==> src/rtl/accumulator_pkg.sv <==
// Shared types for the accumulator bank: command opcodes and shift-sequencer states.
// Used by acc_shift_ctrl and accumulator_bank.
package accumulator_pkg;

    localparam int unsigned OP_W = 3;

    typedef enum logic [OP_W-1:0] {
        OP_NOP   = 3'b000,
        OP_LOAD  = 3'b001,
        OP_LOADB = 3'b010,
        OP_INC   = 3'b011,
        OP_DEC   = 3'b100,
        OP_SHL   = 3'b101,
        OP_SHR   = 3'b110,
        OP_CLR   = 3'b111
    } op_t;

    typedef enum logic {
        IDLE  = 1'b0,
        SHIFT = 1'b1
    } state_t;

    function automatic logic isShiftOp(input op_t op);
        return (op == OP_SHL) || (op == OP_SHR);
    endfunction

endpackage

==> src/rtl/acc_shift_ctrl.sv <==
// Command sequencer for the accumulator bank: accepts commands when idle and
// walks multi-cycle shifts one bit per cycle, generating Busy and Done.
module acc_shift_ctrl
    import accumulator_pkg::*;
#(
    parameter int unsigned SW = 2,
    parameter int unsigned CW = 3
) (
    input  logic          MainClock,
    input  logic          Clear,
    input  logic          Latch,
    input  op_t           Op,
    input  logic [SW-1:0] WrSel,
    input  logic [CW-1:0] ShAmt,
    output logic          cmdAccept_c,
    output logic          shiftStep_c,
    output logic          shiftLeft,
    output logic [SW-1:0] shiftSel,
    output logic          Busy,
    output logic          Done
);

    state_t        state;
    state_t        stateNext;
    logic [CW-1:0] count;
    logic [CW-1:0] countNext;
    logic          leftNext;
    logic [SW-1:0] selNext;
    logic          doneNext;

    // State and shift context registers; Clear aborts any shift in flight.
    always_ff @(posedge MainClock) begin
        if (Clear) begin
            state     <= IDLE;
            count     <= '0;
            shiftLeft <= 1'b0;
            shiftSel  <= '0;
            Done      <= 1'b0;
        end else begin
            state     <= stateNext;
            count     <= countNext;
            shiftLeft <= leftNext;
            shiftSel  <= selNext;
            Done      <= doneNext;
        end
    end

    always_comb begin
        stateNext   = state;
        countNext   = count;
        leftNext    = shiftLeft;
        selNext     = shiftSel;
        doneNext    = 1'b0;
        cmdAccept_c = 1'b0;
        shiftStep_c = 1'b0;
        case (state)
            IDLE: begin
                if (Latch) begin
                    cmdAccept_c = 1'b1;
                    if (isShiftOp(Op) && (ShAmt != '0)) begin
                        stateNext = SHIFT;
                        countNext = ShAmt;
                        leftNext  = (Op == OP_SHL);
                        selNext   = WrSel;
                    end else begin
                        doneNext = 1'b1;
                    end
                end
            end
            SHIFT: begin
                shiftStep_c = 1'b1;
                countNext   = count - CW'(1);
                if (count == CW'(1)) begin
                    stateNext = IDLE;
                    doneNext  = 1'b1;
                end
            end
            default: stateNext = IDLE;
        endcase
    end

    assign Busy = (state == SHIFT);

endmodule

==> src/rtl/accumulator_bank.sv <==
// Bank of NUM_ACC accumulators with load/inc/dec/clear and multi-cycle shifts,
// one read port to the ALU and an inverting bus driver. Flags built with ACC_FLAGS_EN.
module accumulator_bank
    import accumulator_pkg::*;
#(
    parameter  int unsigned WIDTH   = 4,
    parameter  int unsigned NUM_ACC = 4,
    localparam int unsigned SW      = $clog2(NUM_ACC),
    localparam int unsigned CW      = $clog2(WIDTH) + 1
) (
    input  logic             MainClock,
    input  logic             Clear,
    input  logic             Latch,
    input  logic [2:0]       Op,
    input  logic [SW-1:0]    WrSel,
    input  logic [CW-1:0]    ShAmt,
    input  logic [WIDTH-1:0] DataIn,
    input  logic [WIDTH-1:0] BusIn,
    input  logic [SW-1:0]    RdSel,
    input  logic             Enable,
    output logic [WIDTH-1:0] AluA,
    output logic [WIDTH-1:0] IB,
    output logic             IBOe,
    output logic             Busy,
    output logic             Done,
    output logic             Zero,
    output logic             Carry
);

    logic [WIDTH-1:0] acc [NUM_ACC];
    op_t              opC;
    logic             cmdAccept_c;
    logic             shiftStep_c;
    logic             shiftLeft;
    logic [SW-1:0]    shiftSel;
    logic             wrEn;
    logic [SW-1:0]    wrIdx;
    logic [WIDTH-1:0] wrVal;

    assign opC = op_t'(Op);

    acc_shift_ctrl #(
        .SW(SW),
        .CW(CW)
    ) uCtrl (
        .MainClock  (MainClock),
        .Clear      (Clear),
        .Latch      (Latch),
        .Op         (opC),
        .WrSel      (WrSel),
        .ShAmt      (ShAmt),
        .cmdAccept_c(cmdAccept_c),
        .shiftStep_c(shiftStep_c),
        .shiftLeft  (shiftLeft),
        .shiftSel   (shiftSel),
        .Busy       (Busy),
        .Done       (Done)
    );

    // Write mux: a shift step in progress owns the write port, otherwise the accepted command.
    always_comb begin
        wrEn  = 1'b0;
        wrIdx = WrSel;
        wrVal = '0;
        if (shiftStep_c) begin
            wrEn  = 1'b1;
            wrIdx = shiftSel;
            wrVal = shiftLeft ? (acc[shiftSel] << 1) : (acc[shiftSel] >> 1);
        end else if (cmdAccept_c) begin
            case (opC)
                OP_LOAD: begin
                    wrEn  = 1'b1;
                    wrVal = DataIn;
                end
                OP_LOADB: begin
                    wrEn  = 1'b1;
                    wrVal = BusIn;
                end
                OP_INC: begin
                    wrEn  = 1'b1;
                    wrVal = acc[WrSel] + WIDTH'(1);
                end
                OP_DEC: begin
                    wrEn  = 1'b1;
                    wrVal = acc[WrSel] - WIDTH'(1);
                end
                OP_CLR: begin
                    wrEn  = 1'b1;
                    wrVal = '0;
                end
                default: ;
            endcase
        end
    end

    always_ff @(posedge MainClock) begin
        if (Clear) begin
            acc <= '{default: '0};
        end else if (wrEn) begin
            acc[wrIdx] <= wrVal;
        end
    end

    // Read side is combinational; bus enable is held off so partial shifts never leak.
    assign AluA = acc[RdSel];
    assign IB   = ~acc[RdSel];
    assign IBOe = Enable & ~Busy;

`ifdef ACC_FLAGS_EN
    logic zeroQ;
    logic carryQ;
    logic carryNext;

    // Carry is the wrap of inc/dec or the bit leaving the register on a shift step.
    always_comb begin
        carryNext = 1'b0;
        if (shiftStep_c) begin
            carryNext = shiftLeft ? acc[shiftSel][WIDTH-1] : acc[shiftSel][0];
        end else if (opC == OP_INC) begin
            carryNext = &acc[WrSel];
        end else if (opC == OP_DEC) begin
            carryNext = ~|acc[WrSel];
        end
    end

    always_ff @(posedge MainClock) begin
        if (Clear) begin
            zeroQ  <= 1'b0;
            carryQ <= 1'b0;
        end else if (wrEn) begin
            zeroQ  <= (wrVal == '0);
            carryQ <= carryNext;
        end
    end

    assign Zero  = zeroQ;
    assign Carry = carryQ;
`else
    assign Zero  = 1'b0;
    assign Carry = 1'b0;
`endif

endmodule

==> config.mk <==
export PLATFORM = sky130hd
export DESIGN_NAME = accumulator_bank
export DESIGN_NICKNAME = d
export VERILOG_FILES = /design/src/rtl/accumulator_pkg.sv /design/src/rtl/acc_shift_ctrl.sv /design/src/rtl/accumulator_bank.sv
export SDC_FILE = /design/constraint.sdc
export NUM_CORES = 1
export LEC_CHECK = 0
export CORE_MARGIN = 2
export CORE_UTILIZATION = 55
export DETAILED_ROUTE_END_ITERATION = 10
export MAX_ROUTING_LAYER = met4
export PLACE_DENSITY = 0.89
export SLEW_MARGIN = 5
export SYNTH_ARGS = -nofsm -noshare
export SYNTH_HDL_FRONTEND = slang
export SYNTH_SLANG_ARGS = --single-unit
export TNS_END_PERCENT = 30
==> constraint.sdc <==
create_clock -name MainClock -period 7.46 [get_ports MainClock]
set_clock_uncertainty 0.15 [all_clocks]
set_input_delay 1.865 -clock MainClock [delete_from_list [all_inputs] [get_ports MainClock]]
set_output_delay 1.865 -clock MainClock [all_outputs]
set_load 0.005 [all_outputs]
# == Word-level counts from Yosys, hierarchy flattened ==
# Index checks and enable logic that the tools add are counted.
# classes
reduce_logical,7
n_addsub,3
n_mux,34
eq_ne,10
magnitude_cmp,5
bitwise,7
# op_table
op,count
4-bit two-way mux,10
4-bit binary-select mux with 2-bit select,3
16-bit bitwise mux,1
4-bit case mux with 4 select lines,1
"3-bit equality test, second input constant",4
"3-bit greater-or-equal comparator, second input constant",4
1-bit two-way mux,12
2-bit inverter with 3-bit output,4
4-bit demux with 2-bit select,1
"3-bit by 1-bit equality test with 1-bit output, second input constant",2
"3-bit by 2-bit equality test with 1-bit output, second input constant",2
3-bit two-way mux,2
3-bit case mux with 2 select lines,1
5-bit OR reduction,1
"4-bit by 1-bit adder with 4-bit output, second input constant",1
4-bit inverter,1
1-bit case mux with 2 select lines,2
"4-bit by 1-bit subtractor with 4-bit output, second input constant",1
"3-bit by 1-bit less-than comparator with 1-bit output, second input constant",1
3-bit AND reduction,1
3-bit nonzero test,1
"3-bit by 1-bit subtractor with 3-bit output, second input constant",1
1-bit logical AND,2
2-bit two-way mux,1
other kinds (6),6
# totals
register_bits,24
in_bits,22
out_inout_bits,13
wordCells,75

# == Logic depth before layout (Yosys ltp) ==
# Gate-level depths: netlist of run 1.
# logic_depth
word_depth,9
mapped_depth,9

# == Modules after synthesis ==
# A second synthesis of run 1 with hierarchy kept.
# unflattened
hier_cells,196
hier_area_um2,1856.8
# by_module_without_submodules
mod,instances,seq_area_each_um2,area_each_um2,cells_per_inst
accumulator_bank,1,320.3,1425.1,149
acc_shift_ctrl,1,160.2,431.7,47

# == Worst setup path after synthesis of run 1 ==
# Ideal clock, no wire load.
# synth_path
kind,in2out
start,in RdSel[0]
end,out IB[0]
required_ns,5.445
cell_stages,2
t_arrival_ns,2.438
path_slack_ns,3.007
n_path_buf,0
path_cell_list,mux4_2 inv_1
# synth_between
elab_chain_cells,5
# synth_lines
element,line_no,text
start: declaration,accumulator_bank.sv:19,"input logic [SW-1:0] RdSel,"
2-bit inverter with 3-bit output (implied by the code),accumulator_bank.sv:106,assign IB = ~acc[RdSel];
4-bit binary-select mux with 2-bit select,accumulator_bank.sv:106,
4-bit two-way mux (implied by the code) (2 in a row),accumulator_bank.sv:106,
4-bit inverter,accumulator_bank.sv:106,
end: declaration,accumulator_bank.sv:22,"output logic [WIDTH-1:0] IB,"
# Every way passes these cells. The select of a mux whose other input is x is not followed.

# == Final worst setup path of run 1 ==
# layout_path
start,in RdSel[0]
end,out IB[3]
# The elaborated chain is that of the path after synthesis.

==> results.tsv, run 1 <==
stage	metric	value	unit
status	status	complete, no violations	
detailed_routing	routed vias/inst	6.28	
logic_synthesis	mean post-synth cell area	9.12	sq um
placed_design	Placer Congestion	0.898	
logic_synthesis	Synth Register Bits	24	
power_and_ir_drop	switching part of the total power	29.5	%
floorplan	Ports	35	
floorplan	Starting Density	57.1	%
logic_synthesis	Post-synth EDFFs	0	
detailed_routing	drt first pass iters	4	
grt	vias in the first global route	1372	
sta	actual slew at the worst max-slew pin	0.892	ns
floorplan	Die ar.	3580	sq um
clock_network	post_cts resized	0	
placed_design	final HPWL from detailed placement	2.98	mm
setup_path	CP startpoint kind	input pin	
final_layout	Net count, final	239	
logic_synthesis	warnings from Yosys	0	
setup_path	cell mode on critical path	clkdlybuf4s50_1	
final_layout	commonest non-fill, non-tap cells in the layout	clkdlybuf4s50_1, nor2_1, dfxtp_1	
grt	largest net degree at the start of global routing	25	
logic_synthesis	post-synth top area cell	dfxtp_1	
setup_path	crit path kind	in -> out	
sta	min Tclk post-route	5.67	ns
detailed_routing	drt total wl	3.97	mm
clock_network	Clk pin slew, worst setup/hold paths	0.13	ns
final_layout	commonest non-fill, non-tap cell in the layout	clkdlybuf4s50_1	
sta	Period Utilization, post-route	76.0	%
power_and_ir_drop	Net Sw Power	0.0880	mW
detailed_routing	top sig layer	met4	
min_path	Worst Hold Class	reg -> reg	
power_and_ir_drop	P_leak	0.691	nW
setup_path	crit path buf inv count	3	
clock_network	worst-case clock buffer depth	2	
clock_network	Post-CTS Setup Repair Bufs	0	
final_layout	fin cells	244	
final_layout	Antenna Cells	0	
sta	Slew Viols, Final	0	
clock_network	Skew-Pair Late Insertion Delay	0.32	ns
clock_network	CTS tree	built	
detailed_routing	initial DRC count	69	
final_layout	share of cells above drive strength 1	10.9	%
logic_synthesis	area share of the largest cell type after synthesis	28.0	%
clock_network	CTS Sinks	24	
setup_path	Worst path top cell family by delay	buffers and inverters	
sta	Relative slew margins	40.4	%
grt	Total GRT Usage	24.5	%
logic_synthesis	register area share after synthesis	28.0	%
detailed_routing	DRC viols	0	
placed_design	IO Port Bufs	32	
final_layout	P&R area growth vs syn	19.0	%
detailed_routing	Post-DRT Antenna Nets	0	
logic_synthesis	mapped cell area	1710	sq um
sta	final hold vios	0	
detailed_routing	wl on met1	1.75	mm
detailed_routing	vias	1533	
sta	fmax	176	MHz
logic_synthesis	prevailing post-synth register cell	dfxtp_1	
setup_path	CP Max Fanout	4	
placed_design	placed insts	240	
power_and_ir_drop	combinational share of power	27.7	%
setup_path	slowest stage cell, crit path	clkdlybuf4s50_1	
logic_synthesis	Syn Inst Count	188	
setup_path	worst path cell trace	clkdlybuf4s50_1 > mux4_2 > inv_1 > clkdlybuf4s50_1	
power_and_ir_drop	sequential power share	48.9	%
clock_network	H-tree depth	1	
clock_network	CTS buffer count	3	
detailed_routing	met3 WL post-DR	260	um
power_and_ir_drop	internal power	0.211	mW
setup_path	max incr delay on CP	0.65	ns
floorplan	Die Height	59.8	um
clock_network	hold_buf cts	0	
detailed_routing	routed wire length per instance	16.3	um
logic_synthesis	post-synthesis cell type count	45	
power_and_ir_drop	Clock power frac	23.4	%
run	Max-Cap Viols	0	
sta	setup violators final	0	
clock_network	CTS root buf	clkbuf_4	
sta	setup_tns	0	ns
floorplan	die width	59.8	um
final_layout	final core occ	67.9	%
setup_path	WP data arrival	3.65	ns
sta	RSZ-0062 raised after global routing	no	
logic_synthesis	synth top area cells	dfxtp_1, mux4_2, a211oi_1	
setup_path	worst path required time	5.45	ns
grt	first-pass GRT wire length	6.40	mm
grt	initial antenna violation count	0	
grt	total congestion overflow	0	
sta	Min Hold Slack	0.388	ns
floorplan	Std-Cell Rows	20	
floorplan	core area	3000	sq um
power_and_ir_drop	Pwr per Cell Area	146	nW/um^2
power_and_ir_drop	worst vdd ir	0.0918	mV
logic_synthesis	Async SR Flop Fraction	0	%
setup_path	Worst setup EP type	output port	
detailed_routing	met2 WL post-DR	1.85	mm
[registers in the layout (all words and copies together) (netlist names)]
register / flops
uCtrl.shiftLeft: 1
uCtrl.shiftSel: 2
acc: 16
uCtrl.count: 3
uCtrl.Busy: 1
uCtrl.Done: 1
[metrics by stage]
stage | power, mW | instance area [sq um] | worst slack, ns
2_1_floorplan | 0.200 | 1720 | 3.01
3_3_place_gp | 0.229 | 2000 | 1.82
3_5_place_dp | 0.231 | 2000 | 1.79
4_1_cts | 0.299 | 2040 | 1.78
5_1_grt | 0.314 | 2040 | 1.70
6_report | 0.299 | 2040 | 1.79
[power by group through the flow]
stage / Clock [mW] / Sequential (mW) / Combinational [mW]
global placement: 0 / 0.148 / 0.0803
global route: 0.0759 / 0.148 / 0.0905
floorplan: 0 / 0.144 / 0.0562
detailed placement: 0 / 0.149 / 0.0820
finish: 0.0700 / 0.146 / 0.0827
CTS: 0.0704 / 0.146 / 0.0828
[metal layers]
layer  up-vias  track usage (%)
li1        751                -
met1       707             33.3
met2        62             37.3
met3        13             2.38
met4         0             10.5
met5         -                -
[cells in the mapped netlist, drive strengths merged, types with 6 or more instances]
library cell and n:
a211oi 18, a21oi 8, a31oi 6, buf 10, dfxtp 24, inv 11
mux2i 9, mux4 10, nor2 24, nor3 6
[worst paths after layout]
path	startpoint	to	slack, ns	depth (start not counted)
worst max register to register	acc[9]$_SDFFE_PP0P_	acc[9]$_SDFFE_PP0P_	4.77	7
worst max-delay path	RdSel[0]	IB[3]	1.79	4
worst min-delay path	acc[7]$_SDFFE_PP0P_	acc[7]$_SDFFE_PP0P_	0.39	2
worst min register to register	acc[7]$_SDFFE_PP0P_	acc[7]$_SDFFE_PP0P_	0.39	2
[kinds of logic (layout without fill, tap and decap cells)]
logic type               count (synthesis)  after routing  synth area share (%)
AO/OA/AOI/OAI                           51             51                  21.2
XOR/XNOR                                 3              3                  1.53
adder cells (fa/ha/maj)                  5              5                  4.09
buffers and inverters                   26             48                  7.15
flip-flops                              24             24                  28.0
multiplexers                            21             21                  19.7
other                                    1              2                 0.219
AND/OR/NAND/NOR                         57             57                  18.0
[worst register-to-register path, delay by kind of cell, from the launching register on]
family | cells | cell delay [ns]
adder cells (fa/ha/maj) | 1 | 0.49
multiplexers | 2 | 0.79
AO/OA/AOI/OAI | 4 | 0.75
flip-flops | 1 | 0.37
[final cells by class]
cell class / count / area (sq um)
clock buffer: 4 / 36.3
fill: 238 / 963
inverter: 12 / 46.3
multi-input combinational: 139 / 1110
sequential: 24 / 480
tap: 33 / 41.3
timing repair buffer: 32 / 320
Note: power is estimated with default switching activity, not from simulation.
==> inputs of run 2 (changes only) <==
- CORE_UTILIZATION: 55 -> 46
- PLACE_DENSITY: 0.89 -> 0.8
- clock period: 7.46 -> 4.8 ns (I/O delays scaled with it)
==> results.tsv, run 2 (synthesis results as in run 1) <==
stage	metric	value	unit	change
setup_path	cell mode on critical path	clkdlybuf4s50_1		
grt	total congestion overflow	0		unchanged
floorplan	Std-Cell Rows	22		+10%
power_and_ir_drop	combinational share of power	24.3	%	-3.4 points
clock_network	H-tree depth	1		unchanged
detailed_routing	initial DRC count	75		+8.7%
final_layout	Antenna Cells	0		unchanged
final_layout	share of cells above drive strength 1	11.3	%	+0.42 points
power_and_ir_drop	Pwr per Cell Area	253	nW/um^2	+73%
grt	vias in the first global route	1384		+0.87%
placed_design	final HPWL from detailed placement	3.02	mm	+1.3%
grt	GRT busiest layer	met2		
status	status	complete, no violations		
grt	met3 usage	2.78	%	+0.40 points
min_path	Worst Hold Class	reg -> reg		
grt	initial antenna violation count	0		unchanged
clock_network	CTS tree	built		
clock_network	post_cts resized	0		unchanged
sta	RSZ-0062 raised after global routing	no		
run	Max-Cap Viols	0		unchanged
grt	met1 Resource Use GR	27.7	%	-5.6 points
detailed_routing	drt first pass iters	4		unchanged
final_layout	cell area after layout	2100	sq um	+3.0%
power_and_ir_drop	internal power	0.393	mW	+86%
setup_path	WP data arrival	2.98	ns	-0.67 ns
placed_design	Placer Congestion	0.910		+1.4%
clock_network	hold_buf cts	0		unchanged
final_layout	Net count, final	240		+0.42%
power_and_ir_drop	sequential power share	42.7	%	-6.2 points
grt	first-pass GRT wire length	6.60	mm	+3.1%
clock_network	Skew-Pair Late Insertion Delay	0.27	ns	-0.05 ns
clock_network	Clk pin slew, worst setup/hold paths	0.09	ns	-0.04 ns
detailed_routing	drt total wl	4.02	mm	+1.4%
grt	largest net degree at the start of global routing	25		unchanged
clock_network	CTS root buf	clkbuf_8		
sta	final hold vios	0		unchanged
floorplan	Starting Density	47.2	%	-9.9 points
setup_path	CP startpoint kind	input pin		
setup_path	worst path required time	3.45	ns	-2.00 ns
floorplan	core area	3630	sq um	+21%
detailed_routing	DRC viols	0		unchanged
grt	grt met2 use	33.0	%	-4.3 points
power_and_ir_drop	switching part of the total power	26.1	%	-3.4 points
clock_network	CTS Sinks	24		unchanged
placed_design	IO Port Bufs	32		unchanged
sta	Relative slew margins	39.6	%	-0.74 points
power_and_ir_drop	Net Sw Power	0.139	mW	+58%
setup_path	worst path cell trace	clkdlybuf4s50_1 > mux4_2 > inv_1 > clkdlybuf4s50_1		
placed_design	Post-DP Area	2030	sq um	+1.3%
detailed_routing	vias	1494		-2.5%
sta	setup_tns	0	ns	unchanged
setup_path	max incr delay on CP	0.65	ns	about the same
setup_path	Worst path top cell family by delay	buffers and inverters		
detailed_routing	routed vias/inst	5.75		-8.5%
setup_path	crit path kind	in -> out		
placed_design	placed insts	256		+6.7%
floorplan	Die ar.	4230	sq um	+18%
power_and_ir_drop	Clock power frac	33.0	%	+9.6 points
floorplan	Die Height	65.0	um	+8.7%
final_layout	commonest non-fill, non-tap cell in the layout	clkdlybuf4s50_1		
setup_path	crit path buf inv count	3		unchanged
final_layout	commonest non-fill, non-tap cells in the layout	clkdlybuf4s50_1, nor2_1, dfxtp_1		
detailed_routing	routed wire length per instance	15.5	um	-4.8%
grt	Total GRT Usage	20.9	%	-3.6 points
sta	Period Utilization, post-route	90.3	%	
sta	min Tclk post-route	4.33	ns	
setup_path	CP Max Fanout	4		unchanged
floorplan	Ports	35		unchanged
final_layout	P&R area growth vs syn	22.6	%	
setup_path	slowest stage cell, crit path	clkdlybuf4s50_1		
sta	Slew Viols, Final	0		unchanged
clock_network	Post-CTS Setup Repair Bufs	0		unchanged
final_layout	Top reg by flops	acc		
floorplan	die width	65.0	um	+8.7%
final_layout	biggest regs	acc x16, uCtrl.count x3, uCtrl.shiftSel x2		
sta	fmax	231	MHz	
detailed_routing	Post-DRT Antenna Nets	0		unchanged
final_layout	flip-flop count of the largest register after layout	16		unchanged
sta	setup violators final	0		unchanged
sta	actual slew at the worst max-slew pin	0.903	ns	+0.0110 ns
power_and_ir_drop	P_leak	0.711	nW	+2.8%
power_and_ir_drop	worst vdd ir	0.157	mV	+71%
clock_network	worst-case clock buffer depth	2		unchanged
final_layout	fin cells	260		+6.6%
setup_path	Worst setup EP type	output port		
clock_network	CTS buffer count	3		unchanged
[run 2: final timing paths]
path,slack [ns],start,end,cells after the start
worst min-delay path,0.39,acc[7]$_SDFFE_PP0P_,acc[7]$_SDFFE_PP0P_,2
worst max register to register,2.13,acc[1]$_SDFFE_PP0P_,acc[1]$_SDFFE_PP0P_,7
worst min register to register,0.39,acc[7]$_SDFFE_PP0P_,acc[7]$_SDFFE_PP0P_,2
worst max-delay path,0.47,RdSel[0],IB[3],4
[run 2: worst register-to-register path: stages (launching register included)]
cell and delay, ns:
dfxtp_1 0.36, mux4_2 0.53, fa_1 0.49, mux2_2 0.28, a22oi_1 0.13, o21ai_0 0.12, a21oi_1 0.34, a211oi_1 0.12
[run 2: routing by layer]
layer	vias up	part of all wire [%]
met5	-	0
li1	750	-
met3	4	5.4
met1	705	47
met4	0	1.5
met2	35	46
[run 2: power groups by stage]
stage	registers (mW)	clock network [mW]	logic, mW
6_report	0.227	0.176	0.129
2_1_floorplan	0.223	0	0.0873
3_5_place_dp	0.232	0	0.128
4_1_cts	0.227	0.179	0.129
3_3_place_gp	0.231	0	0.126
5_1_grt	0.230	0.192	0.141
[run 2: per-stage QoR]
step	power [mW]	utilization, %	worst slack (ns)	hold slack, ns
3_3_place_gp	0.357	55.9	0.482	0.352
5_1_grt	0.563	57.8	0.398	0.406
4_1_cts	0.536	57.8	0.441	0.383
3_5_place_dp	0.360	55.9	0.471	0.369
2_1_floorplan	0.311	-	1.29	0.332
6_report	0.532	57.8	0.468	0.388
[run 2: area by class of cell]
class	count	area (sq um)
fill	327	1530
clock buffer	3	41.3
tap	48	60.1
timing repair buffer	33	328
inverter	12	46.3
multi-input combinational	139	1110
sequential	24	480
clock inverter	1	30.0
==> inputs of run 3 (changes only) <==
- PLACE_DENSITY: 0.8 -> 0.83
- TNS_END_PERCENT: 30 -> not set
==> results.tsv, run 3 (synthesis results as in run 1) <==
stage	metric	value	unit	change
status	status	complete, no violations		
clock_network	Skew-Pair Late Insertion Delay	0.26	ns	about the same
final_layout	final core occ	57.8	%	unchanged
final_layout	commonest non-fill, non-tap cell in the layout	clkdlybuf4s50_1		
setup_path	WP data arrival	2.97	ns	about the same
final_layout	share of cells above drive strength 1	11.3	%	unchanged
sta	RSZ-0062 raised after global routing	no		
placed_design	IO Port Bufs	32		unchanged
clock_network	Clk pin slew, worst setup/hold paths	0.08	ns	about the same
setup_path	worst path required time	3.45	ns	about the same
floorplan	Die Height	65.0	um	unchanged
setup_path	FF-to-FF End	acc[9]$_SDFFE_PP0P_		
power_and_ir_drop	worst vdd ir	0.199	mV	+27%
setup_path	CP Max Fanout	4		unchanged
final_layout	flip-flop count of the largest register after layout	16		unchanged
floorplan	Ports	35		unchanged
setup_path	crit path kind	in -> out		
clock_network	post_cts resized	0		unchanged
clock_network	CTS root buf	clkbuf_8		
final_layout	Net count, final	240		unchanged
sta	fmax	232	MHz	+0.29%
grt	first-pass GRT wire length	6.52	mm	-1.3%
grt	initial antenna violation count	0		unchanged
grt	largest net degree at the start of global routing	25		unchanged
floorplan	Starting Density	47.2	%	unchanged
grt	Total GRT Usage	20.6	%	-0.29 points
final_layout	fin cells	260		unchanged
detailed_routing	Post-DRT Antenna Nets	0		unchanged
power_and_ir_drop	P_leak	0.711	nW	unchanged
floorplan	Std-Cell Rows	22		unchanged
sta	Slew Viols, Final	0		unchanged
placed_design	Placer Congestion	0.888		-2.5%
run	Max-Cap Viols	0		unchanged
placed_design	placed insts	256		unchanged
placed_design	final HPWL from detailed placement	3.17	mm	+5.0%
sta	Period Utilization, post-route	90.0	%	-0.27 points
sta	actual slew at the worst max-slew pin	0.916	ns	+0.0133 ns
final_layout	biggest regs	acc x16, uCtrl.count x3, uCtrl.shiftSel x2		
setup_path	CP startpoint kind	input pin		
min_path	hold path start	uCtrl.count[2]$_SDFFE_PP0P_		
floorplan	die width	65.0	um	unchanged
detailed_routing	routed vias/inst	5.85		+1.7%
min_path	Hold Path Sink	uCtrl.count[2]$_SDFFE_PP0P_		
power_and_ir_drop	Tot Pwr	0.533	mW	+0.31%
grt	total congestion overflow	0		unchanged
clock_network	CTS tree	built		
detailed_routing	drt total wl	4.12	mm	+2.5%
setup_path	reg-to-reg startpoint	acc[5]$_SDFFE_PP0P_		
final_layout	filler instances	330		+0.92%
clock_network	CTS Sinks	24		unchanged
final_layout	commonest non-fill, non-tap cells in the layout	clkdlybuf4s50_1, nor2_1, dfxtp_1		
clock_network	hold_buf cts	0		unchanged
final_layout	Antenna Cells	0		unchanged
clock_network	H-tree depth	1		unchanged
setup_path	Reg2Reg Depth	7		unchanged
final_layout	Multi-input gate area	1110	sq um	unchanged
final_layout	Top reg by flops	acc		
detailed_routing	initial DRC count	92		+23%
detailed_routing	vias	1520		+1.7%
setup_path	Worst setup EP type	output port		
sta	min Tclk post-route	4.32	ns	-0.0127 ns
grt	vias in the first global route	1308		-5.5%
setup_path	r2r setup slk	2.03	ns	-0.10 ns
sta	final hold vios	0		unchanged
placed_design	Post-DP Area	2030	sq um	unchanged
floorplan	core area	3630	sq um	unchanged
min_path	hold path depth	2		unchanged
clock_network	worst-case clock buffer depth	2		unchanged
final_layout	register area	480	sq um	unchanged
min_path	Worst Hold Class	reg -> reg		
detailed_routing	DRC viols	0		unchanged
sta	setup_tns	0	ns	unchanged
sta	setup violators final	0		unchanged
detailed_routing	drt first pass iters	4		unchanged
sta	Relative slew margins	38.7	%	-0.89 points
clock_network	CTS buffer count	3		unchanged
clock_network	Post-CTS Setup Repair Bufs	0		unchanged
final_layout	cell area after layout	2100	sq um	unchanged
power_and_ir_drop	Pwr per Cell Area	254	nW/um^2	+0.31%
final_layout	P&R area growth vs syn	22.6	%	unchanged
detailed_routing	routed wire length per instance	15.9	um	+2.5%
floorplan	Die ar.	4230	sq um	unchanged
==> run 3: cell counts in the layout (fill, tap and decap cells not counted) <==
Identical to the previous run, type by type.
==> run 3: through the flow <==
step | hold WS (ns) | setup WS, ns
after detailed placement | 0.368 | 0.466
after floorplan | 0.332 | 1.29
after global placement | 0.351 | 0.484
after CTS | 0.385 | 0.459
final | 0.387 | 0.481
after global routing | 0.409 | 0.399
==> run 3: worst max-delay path, stage by stage <==
cell,delay (ns)
clkdlybuf4s50_1,0.63
mux4_2,0.57
inv_1,0.07
clkdlybuf4s50_1,0.49
==> run 3: worst max path at each step <==
stage,from,endpoint,slack (ns)
2_1_floorplan,WrSel[0],acc[13]$_SDFFE_PP0P_,1.29
3_3_place_gp,RdSel[0],IB[3],0.48
3_5_place_dp,RdSel[0],IB[3],0.47
4_1_cts,RdSel[0],IB[3],0.46
5_1_grt,RdSel[0],IB[3],0.40
6_report,RdSel[0],IB[3],0.48
==> run 3: routing by layer <==
metal	vias up	wire length [um]	global-route usage [%]
met2	48	1970	33.8
met5	-	0	-
met4	0	48	6.77
met3	4	225	2.43
met1	712	1880	26.6
li1	756	-	-
==> run 3: area by class of cell <==
class                           instances  area share, %
Sequential cell                        24           22.9
Clock inverter                          1           1.43
Inverter                               12           2.20
Tap cell                               48           2.86
Multi-Input combinational cell        139           53.1
Timing Repair Buffer                   33           15.6
Clock buffer                            3           1.97
==> run 3: power breakdown <==
part	switching (mW)	total [mW]	internal (mW)
clock network	0.0642	0.176	0.111
logic	0.0603	0.130	0.0701
registers	0.0156	0.227	0.212
total	0.140	0.533	0.393
